--- src/rtl/master_tx_engine.sv ---
`default_nettype none
// ============================================================================
// Module   : master_tx_engine
// Function : Serial master transmit engine. Latches a request, arbitrates,
//            shifts select/address/data LANES bits per beat, reports done/error.
//            Optional watchdog enabled by defining MASTER_TX_TIMEOUT_EN.
// Revision : 1.0 - initial release
// ============================================================================
module master_tx_engine #(
  parameter int SLAVE_LEN = 2,
  parameter int ADDR_LEN  = 12,
  parameter int DATA_LEN  = 8,
  parameter int LANES     = 1,
  parameter int MAX_RETRY = 3,
  parameter int TIMEOUT   = 255
) (
  input  logic                 clk,
  input  logic                 reset,
  input  logic [SLAVE_LEN-1:0] slave_select,
  input  logic [1:0]           instruction,
  input  logic [ADDR_LEN-1:0]  address,
  input  logic [DATA_LEN-1:0]  data,
  input  logic                 rx_done,
  input  logic                 slave_ready,
  input  logic                 arbitor_busy,
  input  logic                 bus_busy,
  input  logic                 approval_grant,
  output logic                 master_ready,
  output logic                 approval_request,
  output logic [LANES-1:0]     tx_slave_select,
  output logic                 master_valid,
  output logic                 write_en,
  output logic                 read_en,
  output logic [LANES-1:0]     tx_address,
  output logic [LANES-1:0]     tx_data,
  output logic                 tx_done,
  output logic                 tx_error
);
  localparam int c_SB   = (SLAVE_LEN + LANES - 1) / LANES;
  localparam int c_AB   = (ADDR_LEN + LANES - 1) / LANES;
  localparam int c_DB   = (DATA_LEN + LANES - 1) / LANES;
  localparam int c_NB   = (c_AB > c_DB) ? c_AB : c_DB;
  localparam int c_MAXB = (c_NB > c_SB) ? c_NB : c_SB;
  localparam int c_BW   = $clog2(c_MAXB + 1);
  localparam int c_RW   = $clog2(MAX_RETRY + 2);
  localparam int c_PW   = c_MAXB * LANES;

  localparam logic [c_BW-1:0] c_SB_LAST   = c_BW'(c_SB - 1);
  localparam logic [c_BW-1:0] c_NB_LAST   = c_BW'(c_NB - 1);
  localparam logic [c_RW-1:0] c_RETRY_MAX = c_RW'(MAX_RETRY);

  localparam logic [3:0] c_S_IDLE       = 4'd0;
  localparam logic [3:0] c_S_ARB        = 4'd1;
  localparam logic [3:0] c_S_SEL        = 4'd2;
  localparam logic [3:0] c_S_WAIT_BUS   = 4'd3;
  localparam logic [3:0] c_S_WAIT_GRANT = 4'd4;
  localparam logic [3:0] c_S_HANDSHAKE  = 4'd5;
  localparam logic [3:0] c_S_XFER       = 4'd6;
  localparam logic [3:0] c_S_READ_WAIT  = 4'd7;
  localparam logic [3:0] c_S_DONE       = 4'd8;
  localparam logic [3:0] c_S_ERROR      = 4'd9;

  generate
    if (LANES < 1 || LANES > 8) begin : g_bad_lanes
      $error("master_tx_engine: LANES must be in 1..8");
    end
    if (TIMEOUT < 1 || TIMEOUT > 65535) begin : g_bad_timeout
      $error("master_tx_engine: TIMEOUT must be in 1..65535");
    end
  endgenerate

  logic [3:0]      r_state, w_next;
  logic [c_BW-1:0] r_beat;
  logic [c_RW-1:0] r_retry;
  logic [c_PW-1:0] r_sel, r_addr, r_data;
  logic            r_rd;
  logic            w_timeout;
  logic            w_xfer;

`ifdef MASTER_TX_TIMEOUT_EN
  localparam logic [15:0] c_WD_LAST = 16'(TIMEOUT - 1);
  logic [15:0] r_wdog;
  logic        w_wd_state;

  assign w_wd_state = (r_state == c_S_WAIT_BUS)  || (r_state == c_S_WAIT_GRANT) ||
                      (r_state == c_S_HANDSHAKE) || (r_state == c_S_READ_WAIT);

  // Cycle count of the current wait state; restarts on every state change.
  always_ff @(posedge clk) begin
    if (reset || (w_next != r_state)) r_wdog <= '0;
    else if (w_wd_state)              r_wdog <= r_wdog + 16'd1;
  end

  assign w_timeout = w_wd_state && (r_wdog == c_WD_LAST);
`else
  assign w_timeout = 1'b0;
`endif

  always_ff @(posedge clk) begin
    if (reset) begin
      r_state <= c_S_IDLE;
      r_beat  <= '0;
      r_retry <= '0;
    end else begin
      r_state <= w_next;
      if (r_state == c_S_HANDSHAKE && w_next == c_S_XFER) r_beat <= c_BW'(1);
      else if (w_next != r_state)                         r_beat <= '0;
      else if (r_state == c_S_SEL || r_state == c_S_XFER) r_beat <= r_beat + c_BW'(1);
      if (r_state == c_S_IDLE && instruction[1])                  r_retry <= '0;
      else if (r_state == c_S_WAIT_GRANT && w_next == c_S_ARB)    r_retry <= r_retry + c_RW'(1);
    end
  end

  // Fields are zero-padded so exhausted beats read back as 0.
  always_ff @(posedge clk) begin
    if (reset) begin
      r_sel  <= '0;
      r_addr <= '0;
      r_data <= '0;
      r_rd   <= 1'b0;
    end else if (r_state == c_S_IDLE && instruction[1]) begin
      r_sel  <= c_PW'(slave_select);
      r_addr <= c_PW'(address);
      r_data <= c_PW'(data);
      r_rd   <= instruction[0];
    end
  end

  always_comb begin
    w_next = r_state;
    case (r_state)
      c_S_IDLE:       if (instruction[1]) w_next = c_S_ARB;
      c_S_ARB:        if (!arbitor_busy)  w_next = c_S_SEL;
      c_S_SEL:        if (r_beat == c_SB_LAST) w_next = bus_busy ? c_S_WAIT_BUS : c_S_WAIT_GRANT;
      c_S_WAIT_BUS: begin
        if (!bus_busy)      w_next = c_S_WAIT_GRANT;
        else if (w_timeout) w_next = c_S_ERROR;
      end
      c_S_WAIT_GRANT: begin
        if (approval_grant) w_next = c_S_HANDSHAKE;
        else if (bus_busy)  w_next = (r_retry == c_RETRY_MAX) ? c_S_ERROR : c_S_ARB;
        else if (w_timeout) w_next = c_S_ERROR;
      end
      c_S_HANDSHAKE: begin
        if (slave_ready) begin
          if (c_NB == 1) w_next = r_rd ? c_S_READ_WAIT : c_S_DONE;
          else           w_next = c_S_XFER;
        end else if (w_timeout) begin
          w_next = c_S_ERROR;
        end
      end
      c_S_XFER:       if (r_beat == c_NB_LAST) w_next = r_rd ? c_S_READ_WAIT : c_S_DONE;
      c_S_READ_WAIT: begin
        if (rx_done)        w_next = c_S_IDLE;
        else if (w_timeout) w_next = c_S_ERROR;
      end
      c_S_DONE:       w_next = c_S_IDLE;
      c_S_ERROR:      w_next = c_S_IDLE;
      default:        w_next = c_S_IDLE;
    endcase
  end

  assign w_xfer = (r_state == c_S_HANDSHAKE) || (r_state == c_S_XFER);

  always_comb begin
    master_ready     = (r_state == c_S_IDLE);
    approval_request = (r_state == c_S_ARB) || (r_state == c_S_SEL);
    master_valid     = w_xfer;
    write_en         = w_xfer && !r_rd;
    read_en          = w_xfer && r_rd;
    tx_slave_select  = '0;
    tx_address       = '0;
    tx_data          = '0;
    if (r_state == c_S_SEL) tx_slave_select = r_sel[LANES*int'(r_beat) +: LANES];
    if (w_xfer) begin
      tx_address = r_addr[LANES*int'(r_beat) +: LANES];
      tx_data    = r_data[LANES*int'(r_beat) +: LANES];
    end
    tx_done  = ((r_state == c_S_XFER) && (r_beat == c_NB_LAST)) ||
               ((c_NB == 1) && (r_state == c_S_HANDSHAKE) && slave_ready);
    tx_error = (r_state == c_S_ERROR);
  end

endmodule
`default_nettype wire

--- config.mk ---
export PLATFORM = sky130hd
export DESIGN_NAME = master_tx_engine
export DESIGN_NICKNAME = d
export VERILOG_FILES = /design/src/rtl/master_tx_engine.sv
export SDC_FILE = /design/constraint.sdc
export NUM_CORES = 1
export LEC_CHECK = 0
export BUFFER_PORTS_ARGS = -buffer_cell sky130_fd_sc_hd__buf_4
export CAP_MARGIN = 20
export CORE_UTILIZATION = 50
export DETAILED_ROUTE_END_ITERATION = 8
export PLACE_DENSITY = 0.75
export SYNTH_ARGS = -nofsm -noshare
export SYNTH_HDL_FRONTEND = slang
export SYNTH_SLANG_ARGS = --single-unit
--- constraint.sdc ---
create_clock -name clk -period 5.4 [get_ports clk]
set_input_delay 0.81 -clock clk [delete_from_list [all_inputs] [get_ports clk]]
set_output_delay 0.81 -clock clk [all_outputs]
set_load 0.01 [all_outputs]
==> flow_summary.ini, run 1 <==
[status]
status = complete, no violations

[global_route]
track_usage_pct = 22.0
antenna_found_initial = 0
grt_overflow_total = 0
grt_pass1_vias = 1508
grt_pass1_wl_mm = 6.74
grt_max_degree = 34

[clocking]
clk_latency_ns = 0.34
cts_tree = done
holdBufCountCts = 0
htree_levels = 2
cts_resized = 0
cts_buffer_depth = 2
clkTransAtPathRegs_ns = 0.11
cts_sinks = 34
cts_inserted_buffers = 5
clock-root-buffer = clkbuf_4
postCtsSetupRepairBufs = 0

[yosys]
synth_cell_type_count = 45
syn_avg_cell_area_um2 = 8.44
yosys.area.top_type_share_pct = 37.2
synth.net_count = 252
synth-warning-count = 0
yosys_most_used_dff = dfxtp_1
ys_seq_area_share_pct = 37.2
synthTopCellsByCount = nand2_1 (57), dfxtp_1 (34), a21oi_1 (29)
synth_seq_cells = 34
synth_edf_count = 0
synthTopCellsByArea = dfxtp_1 (37%), nand2_1 (12%), a21oi_1 (7.9%)
yosys.area.top_type = dfxtp_1
synthesis.area_um2 = 1830
syn_inst = 217
async_flop_share_pct = 0
yosysMostFrequentCell = nand2_1

[timing]
hold_ws_ns = 0.459
finalClockSkew_ns = 0.0112
drv_slew = 0
hold_viol = 0
worst_slack_ns = 2.52
timing.fmax_mhz = 348
setup_viol = 0
relSlewSlack_pct = 36.7
period_share_pct = 53.3
rsz0062_at_grt = no
worstMarginPinSlew_ns = 0.950
fin_crit_ns = 2.88
setup_tns_ns = 0

[worst_setup_path]
r2r_slack_ns = 3.13
cp.arrival_ns = 2.07
path_cells = mux4_2, nand2_1, a21oi_1, a31oi_1, nor2_1, buf_4
crit_slowest_cell = dfxtp_1
reg2reg_to = r_beat[0]$_SDFFE_PP0P_
cp_top_family = flip-flops
crit_type = reg -> out
critPathBufInv = 1
worstReg2RegStart = r_state[2]$_SDFF_PP0_
crit_path_max_fanout = 10
end_kind = primary output
startpoint_type = flip-flop
max_stage_delay_ns = 0.67
rr_worst_depth = 5
crit_required_ns = 4.59

[drt]
wire_per_inst_um = 13.5
vias = 1619
routed_via_density = 5.49
drtIter0Drc = 95
wl_mm = 4.00
drtPass1Iterations = 4
ant_nets = 0
drc = 0

[finish]
regArea_um2 = 681
nFillCells = 313
area_delta_synth_final_pct = 17.6
drive_gt1_share_pct = 26.5
multi_input_area_um2 = 1040
final_nets = 283
final_cells = 295
antenna_cells = 0

[floorplanning]
core-area_um2 = 3420
start_util_pct = 53.6
io_pins = 41
die_w_um = 62.5
num_rows = 21
dieArea_um2 = 3910
die_y_um = 62.5

[worst_hold_path]
min_from = r_addr[2]$_SDFFE_PP0P_
whs_endpoint = r_addr[2]$_SDFFE_PP0P_
hp-class = reg -> reg
worstHoldPathCells = 2

[placed_design]
gp_congestion = 0.818
pre_cts_ws_ns = 2.90
dp.cells = 287
dp_hpwl_mm = 2.87
io_buffers = 40

[flow_run]
cap_violations = 0

[power_and_ir_drop]
powerDensity_nw_per_um2 = 242
max-vdd-ir-drop_v = 0.000186
cellLeakagePower_nw = 0.858
-- how the worst max path moves through the flow --
| stage | start | depth (start not counted) | to |
|---|---|---|---|
| after detailed placement | r_beat[0]$_SDFFE_PP0P_ | 6 | tx_address |
| after global routing | r_beat[0]$_SDFFE_PP0P_ | 6 | tx_address |
| after global placement | r_beat[0]$_SDFFE_PP0P_ | 6 | tx_address |
| final | r_beat[0]$_SDFFE_PP0P_ | 6 | tx_address |
| after CTS | r_beat[0]$_SDFFE_PP0P_ | 6 | tx_address |
| after floorplan | r_state[0]$_SDFF_PP0_ | 5 | tx_slave_select |
-- registers in the layout (all words and copies together) (netlist names) --
name and cells:
r_beat 4, r_data 8, r_retry 3, r_state 4
r_addr 12, r_sel 2, r_rd 1
-- power by group --
| group | internal (mW) | total (mW) | switching (mW) | leakage (nW) |
|---|---|---|---|---|
| clock network | 0.0631 | 0.148 | 0.0848 | 0.0353 |
| registers | 0.266 | 0.280 | 0.0143 | 0.278 |
| logic | 0.0446 | 0.0924 | 0.0478 | 0.545 |
| total | 0.374 | 0.520 | 0.147 | 0.858 |
-- worst register-to-register path, stage by stage (launching register included) --
cell     delay, ns
dfxtp_1       0.65
nor4_2        0.14
and2_1        0.50
a21o_1        0.32
o31a_4        0.30
o41ai_2       0.27
-- placed cells by master, fill, tap and decap left out, drive strengths merged, types with 4 or more instances in the layout --
master / n
a21oi: 29
buf: 40
clkbuf: 7
dfxtp: 34
ha: 4
inv: 5
mux4: 5
nand2: 57
nand2b: 6
nor2: 10
nor3: 6
nor4: 5
o21ai: 4
-- area by class of cell --
cell class / count / area share [%]
Multi-Input combinational cell: 162 / 48.1
Timing Repair Buffer: 40 / 13.9
Clock inverter: 1 / 0.232
Inverter: 5 / 0.872
Clock buffer: 7 / 2.56
Tap cell: 46 / 2.67
Sequential cell: 34 / 31.6
-- metal layers --
layer	vias up	GRT usage, %	wire (um)	part of all wire (%)
li1	817	-	-	-
met2	37	35.9	1880	47
met5	-	0	0	0
met3	10	5.66	152	3.8
met1	755	27.0	1870	47
met4	0	10.5	95	2.4
-- logic make-up (layout without fill, tap and decap cells) --
| family | count (synthesis) | after routing | synth area share [%] |
|---|---|---|---|
| buf+inv | 21 | 53 | 6.22 |
| fa+ha+maj | 4 | 4 | 2.73 |
| mux | 10 | 10 | 9.02 |
| simple gates | 96 | 96 | 25.8 |
| flops | 34 | 34 | 37.2 |
| compound gates | 48 | 48 | 17.1 |
| xor+xnor | 4 | 4 | 1.91 |
-- metrics by stage --
stage,util [%],power (mW),area (um2)
final,63.0,0.520,2150
after global routing,63.0,0.551,2150
after CTS,63.0,0.525,2150
after detailed placement,61.3,0.378,2090
after global placement,61.3,0.376,2090
after floorplan,-,0.349,1830
No activity file was read; power rests on OpenSTA's default activity.
==> run 2: changes to the inputs <==
CORE_UTILIZATION = 48   (was 50)
clock period = 2.5 ns   (was 5.4 ns; I/O delays follow)
==> run 2 against run 1 <==
Critical path depth fell by 2. Via count rose by 1.1%. Wire length fell by 0.20%. Cell area rose by 3.0%. Largest power group unchanged. Sequential share of layout area fell by 0.85 points. Register-to-register slack got worse by 2.7 ns. Non-clock buffer count rose by 1. Cell count rose by 0.68%. Total power rose to 2.5 times the previous value. Worst setup slack got worse by 2.3 ns. Utilization fell by 2.5 points.
==> flow_summary.ini, run 2 (synthesis results as in run 1) <==
[timing]
hold_viol = 0
drv_slew = 0
finalClockSkew_ns = 0.00757
worstMarginPinSlew_ns = 0.743
worst_slack_ns = 0.220
hold_ws_ns = 0.326
fin_crit_ns = 2.28
relSlewSlack_pct = 50.3
setup_tns_ns = 0
setup_viol = 0
period_share_pct = 91.2
timing.fmax_mhz = 439
rsz0062_at_grt = no

[placed_design]
place_area_um2 = 2100
gp_congestion = 0.813
io_buffers = 40
dp.cells = 290
dp_hpwl_mm = 2.83
pre_cts_ws_ns = 0.410

[finish]
post-route-cell-area_um2 = 2220
largest_register = r_addr
largestRegisters = r_addr x12, r_data x8
final_cells = 297
drive_gt1_share_pct = 27.3
layout_common_cells = nand2_1 (57), buf_4 (41), dfxtp_1 (33)
largest_register_ffs = 12
finish.utilization_pct = 60.6
final_nets = 284
antenna_cells = 0
final_common_cell = nand2_1
area_delta_synth_final_pct = 21.1

[floorplanning]
die_y_um = 63.8
core-area_um2 = 3660
start_util_pct = 50.0
die_w_um = 63.8
num_rows = 22
dieArea_um2 = 4060
io_pins = 41

[drt]
vias = 1636
routed_via_density = 5.51
ant_nets = 0
drtIter0Drc = 133
wire_per_inst_um = 13.4
drc = 0
drtPass1Iterations = 4
wl_mm = 3.99

[worst_setup_path]
crit_start = r_state[1]$_SDFF_PP0_
startpoint_type = flip-flop
end_kind = primary output
crit_required_ns = 2.12
crit_path_end = tx_slave_select
crit_path_max_fanout = 10
r2r_slack_ns = 0.43
cp.arrival_ns = 1.91
crit_type = reg -> out
rr_worst_depth = 5
worstReg2RegStart = r_state[2]$_SDFF_PP0_
reg2reg_to = r_beat[0]$_SDFFE_PP0P_

[clocking]
cts_inserted_buffers = 5
clock-root-buffer = clkbuf_8
clk_latency_ns = 0.29
cts_tree = done
cts_sinks = 34
cts_buffer_depth = 2
htree_levels = 2
clkTransAtPathRegs_ns = 0.07
postCtsSetupRepairBufs = 0

[power_and_ir_drop]
cellLeakagePower_nw = 0.885
power.total_mw = 1.33
max-vdd-ir-drop_v = 0.000380
powerDensity_nw_per_um2 = 598

[worst_hold_path]
min_from = data[0]
hp-class = in -> reg

[global_route]
grt_pass1_vias = 1537
track_usage_pct = 22.0
grt_overflow_total = 0
grt_pass1_wl_mm = 6.87
antenna_found_initial = 0
grt_max_degree = 34

[flow_run]
cap_violations = 0

[status]
status = complete, no violations
==> run 2: per-layer routing <==
layer	GRT usage [%]	routed length (um)	vias to the layer above
met3	7.32	224	11
li1	-	-	816
met5	0	0	-
met1	26.3	1720	757
met4	10.5	90	0
met2	35.5	1950	52
==> run 2: report_power, final <==
part	internal, mW	switching [mW]	leakage [nW]	total, mW
sequential	0.575	0.0300	0.278	0.605
clock	0.319	0.200	0.0573	0.519
combinational	0.0984	0.104	0.550	0.202
total	0.992	0.334	0.885	1.33
==> run 2: worst min path at each step <==
stage	to	slack, ns	cells after the start
after global placement	r_data[2]$_SDFFE_PP0P_	0.44	2
after detailed placement	r_addr[11]$_SDFFE_PP0P_	0.45	2
final	r_data[0]$_SDFFE_PP0P_	0.33	3
after global routing	r_sel[0]$_SDFFE_PP0P_	0.33	3
after floorplan	r_addr[4]$_SDFFE_PP0P_	0.43	2
after CTS	r_data[0]$_SDFFE_PP0P_	0.32	3
==> run 2: critical path, cell delays in order (launching register included) <==
cell,delay [ns]
dfxtp_1,0.58
nand2b_4,0.14
or4b_4,0.51
nor3_1,0.21
buf_4,0.17
==> run 2: cell type report <==
cell class                 instances  area [um2]
multi-input combinational        162        1040
timing repair buffer              41         308
clock inverter                     1        30.0
fill                             337        1440
tap                               48        60.1
inverter                           5        18.8
clock buffer                       6        82.6
sequential                        34         682
==> run 2: what timing repair did <==
| action | 4_1_cts | 5_1_grt |
|---|---|---|
| hold buffers | 0 | 0 |
| endpoints found under the hold margin | 0 | 0 |
| setup endpoints to repair | 0 | 1 |
| gates resized for setup | 0 | 1 |
==> run 3: changes to the inputs <==
CORE_UTILIZATION = 40   (was 48)
PLACE_DENSITY = not set   (was 0.75)
==> run 3 against run 2 <==
Fmax rose by 3.3%. Utilization fell by 9.6 points. Critical path depth did not move. Register-to-register slack improved by 0.13 ns. Sequential power barely moved. Combinational power barely moved. Non-clock buffer count rose by 2. Cell area rose by 0.79%. Sequential cell count did not move. Via count fell by 2.9%. Global-route usage fell by 4.3 points. Cell count rose by 2.4%. Critical path type unchanged. Critical endpoint unchanged. Largest power group unchanged.
==> flow_summary.ini, run 3 (synthesis results as in run 1) <==
[power_and_ir_drop]
powerDensity_nw_per_um2 = 571
max-vdd-ir-drop_v = 0.000360
p_seq_share_pct = 47.4
pwr-share-clk_pct = 37.0
power.internal_mw = 0.952
cellLeakagePower_nw = 0.896
p_comb_share_pct = 15.7
switching_power_mw = 0.325
p_sw_share_pct = 25.5

[drt]
wl_mm = 3.95
drc = 0
vias = 1588
routed_via_density = 5.22
drtIter0Drc = 110
wire_per_inst_um = 13.0
drtPass1Iterations = 4
ant_nets = 0

[clocking]
clk_latency_ns = 0.28
cts_tree = done
clkTransAtPathRegs_ns = 0.07
cts_buffer_depth = 2
cts_sinks = 34
clock-root-buffer = clkbuf_8
holdBufCountCts = 0
cts_inserted_buffers = 5
postCtsSetupRepairBufs = 0
htree_levels = 2

[finish]
largestRegisters = r_addr x12, r_data x8
layout_common_cells = nand2_1 (57), buf_4 (43), dfxtp_1 (33)
largest_register_ffs = 12
final_common_cell = nand2_1
regArea_um2 = 682
drive_gt1_share_pct = 28.2
antenna_cells = 0
area_delta_synth_final_pct = 22.1
nFillCells = 455
multi_input_area_um2 = 1040
largest_register = r_addr
final_nets = 286

[worst_setup_path]
crit_path_max_fanout = 10
critPathBufInv = 1
end_kind = primary output
cp.arrival_ns = 1.83
max_stage_delay_ns = 0.58
startpoint_type = flip-flop
crit_type = reg -> out
crit_slowest_cell = dfxtp_1
cp_top_family = simple AND/OR/NAND/NOR gates
path_cells = nand2b_4, or4b_4, nor3_1, buf_4
crit_required_ns = 2.12

[worst_hold_path]
hp-class = in -> reg

[timing]
timing.fmax_mhz = 453
hold_viol = 0
drv_slew = 0
fin_crit_ns = 2.21
setup_viol = 0
worstMarginPinSlew_ns = 0.728
relSlewSlack_pct = 51.4
setup_tns_ns = 0
hold_ws_ns = 0.334
finalClockSkew_ns = 0.00513
rsz0062_at_grt = no
period_share_pct = 88.3

[floorplanning]
dieArea_um2 = 4850
die_y_um = 69.7
io_pins = 41
start_util_pct = 41.8
num_rows = 24
core-area_um2 = 4380
die_w_um = 69.7

[global_route]
grt_pass1_vias = 1507
grt_max_degree = 34
track_usage_pct = 17.8
antenna_found_initial = 0
grt_pass1_wl_mm = 6.96
grt_overflow_total = 0

[placed_design]
io_buffers = 40
dp_hpwl_mm = 2.88
gp_congestion = 0.818

[flow_run]
cap_violations = 0

[status]
status = complete, no violations
run 3: changes by cell type in the layout (fill, tap and decap cells not counted), sizes merged:
| cell | delta |
|---|---|
| clkbuf | +2 |
| buf | +2 |
| bufinv | -1 |
run 3: worst paths after layout:
| check | start | end | slack, ns | cells after the start |
|---|---|---|---|---|
| max reg2reg | r_state[1]$_SDFF_PP0_ | r_beat[0]$_SDFFE_PP0P_ | 0.56 | 5 |
| max | r_state[1]$_SDFF_PP0_ | tx_slave_select | 0.29 | 4 |
| min reg2reg | r_addr[9]$_SDFFE_PP0P_ | r_addr[9]$_SDFFE_PP0P_ | 0.45 | 2 |
| min | slave_select[0] | r_sel[0]$_SDFFE_PP0P_ | 0.33 | 3 |
run 3: layer usage:
| layer | vias to the layer above | global-route usage, % | wire length (um) |
|---|---|---|---|
| met3 | 8 | 4.65 | 163 |
| met5 | - | 0 | 0 |
| met2 | 36 | 27.2 | 1760 |
| met1 | 726 | 23.9 | 1950 |
| met4 | 0 | 7.11 | 86 |
| li1 | 818 | - | - |
run 3: metrics by stage:
stage,setup WS (ns),area [um2],total power [mW],instances,utilization (%)
floorplan,0.699,1830,0.754,217,-
global placement,0.434,2120,0.818,296,48.4
detailed placement,0.438,2120,0.819,296,48.4
CTS,0.125,2230,1.29,304,50.9
global route,0.178,2230,1.35,304,51.0
finish,0.292,2230,1.28,304,51.0
run 3: repair_timing:
action                                 CTS  global route
setup endpoints to repair                0             1
gates resized for setup                  0             1
endpoints found under the hold margin    0             0
run 3: power by group through the flow:
stage               clock network [mW]  registers [mW]  logic, mW
global placement                     0           0.617      0.201
floorplan                            0           0.598      0.156
CTS                              0.481           0.605      0.203
finish                           0.472           0.605      0.200
detailed placement                   0           0.617      0.202
global route                     0.510           0.611      0.227
run 3: cell type report:
type,instances,share of cell area (%)
Clock buffer,8,4.93
Tap cell,52,2.91
Multi-Input combinational cell,162,46.4
Sequential cell,34,30.5
Timing Repair Buffer,43,14.4
Inverter,5,0.840
run 3: worst min-delay path, cell delays in order:
cell and delay (ns):
buf_4 0.11, nand2_1 0.04, a21oi_1 0.05
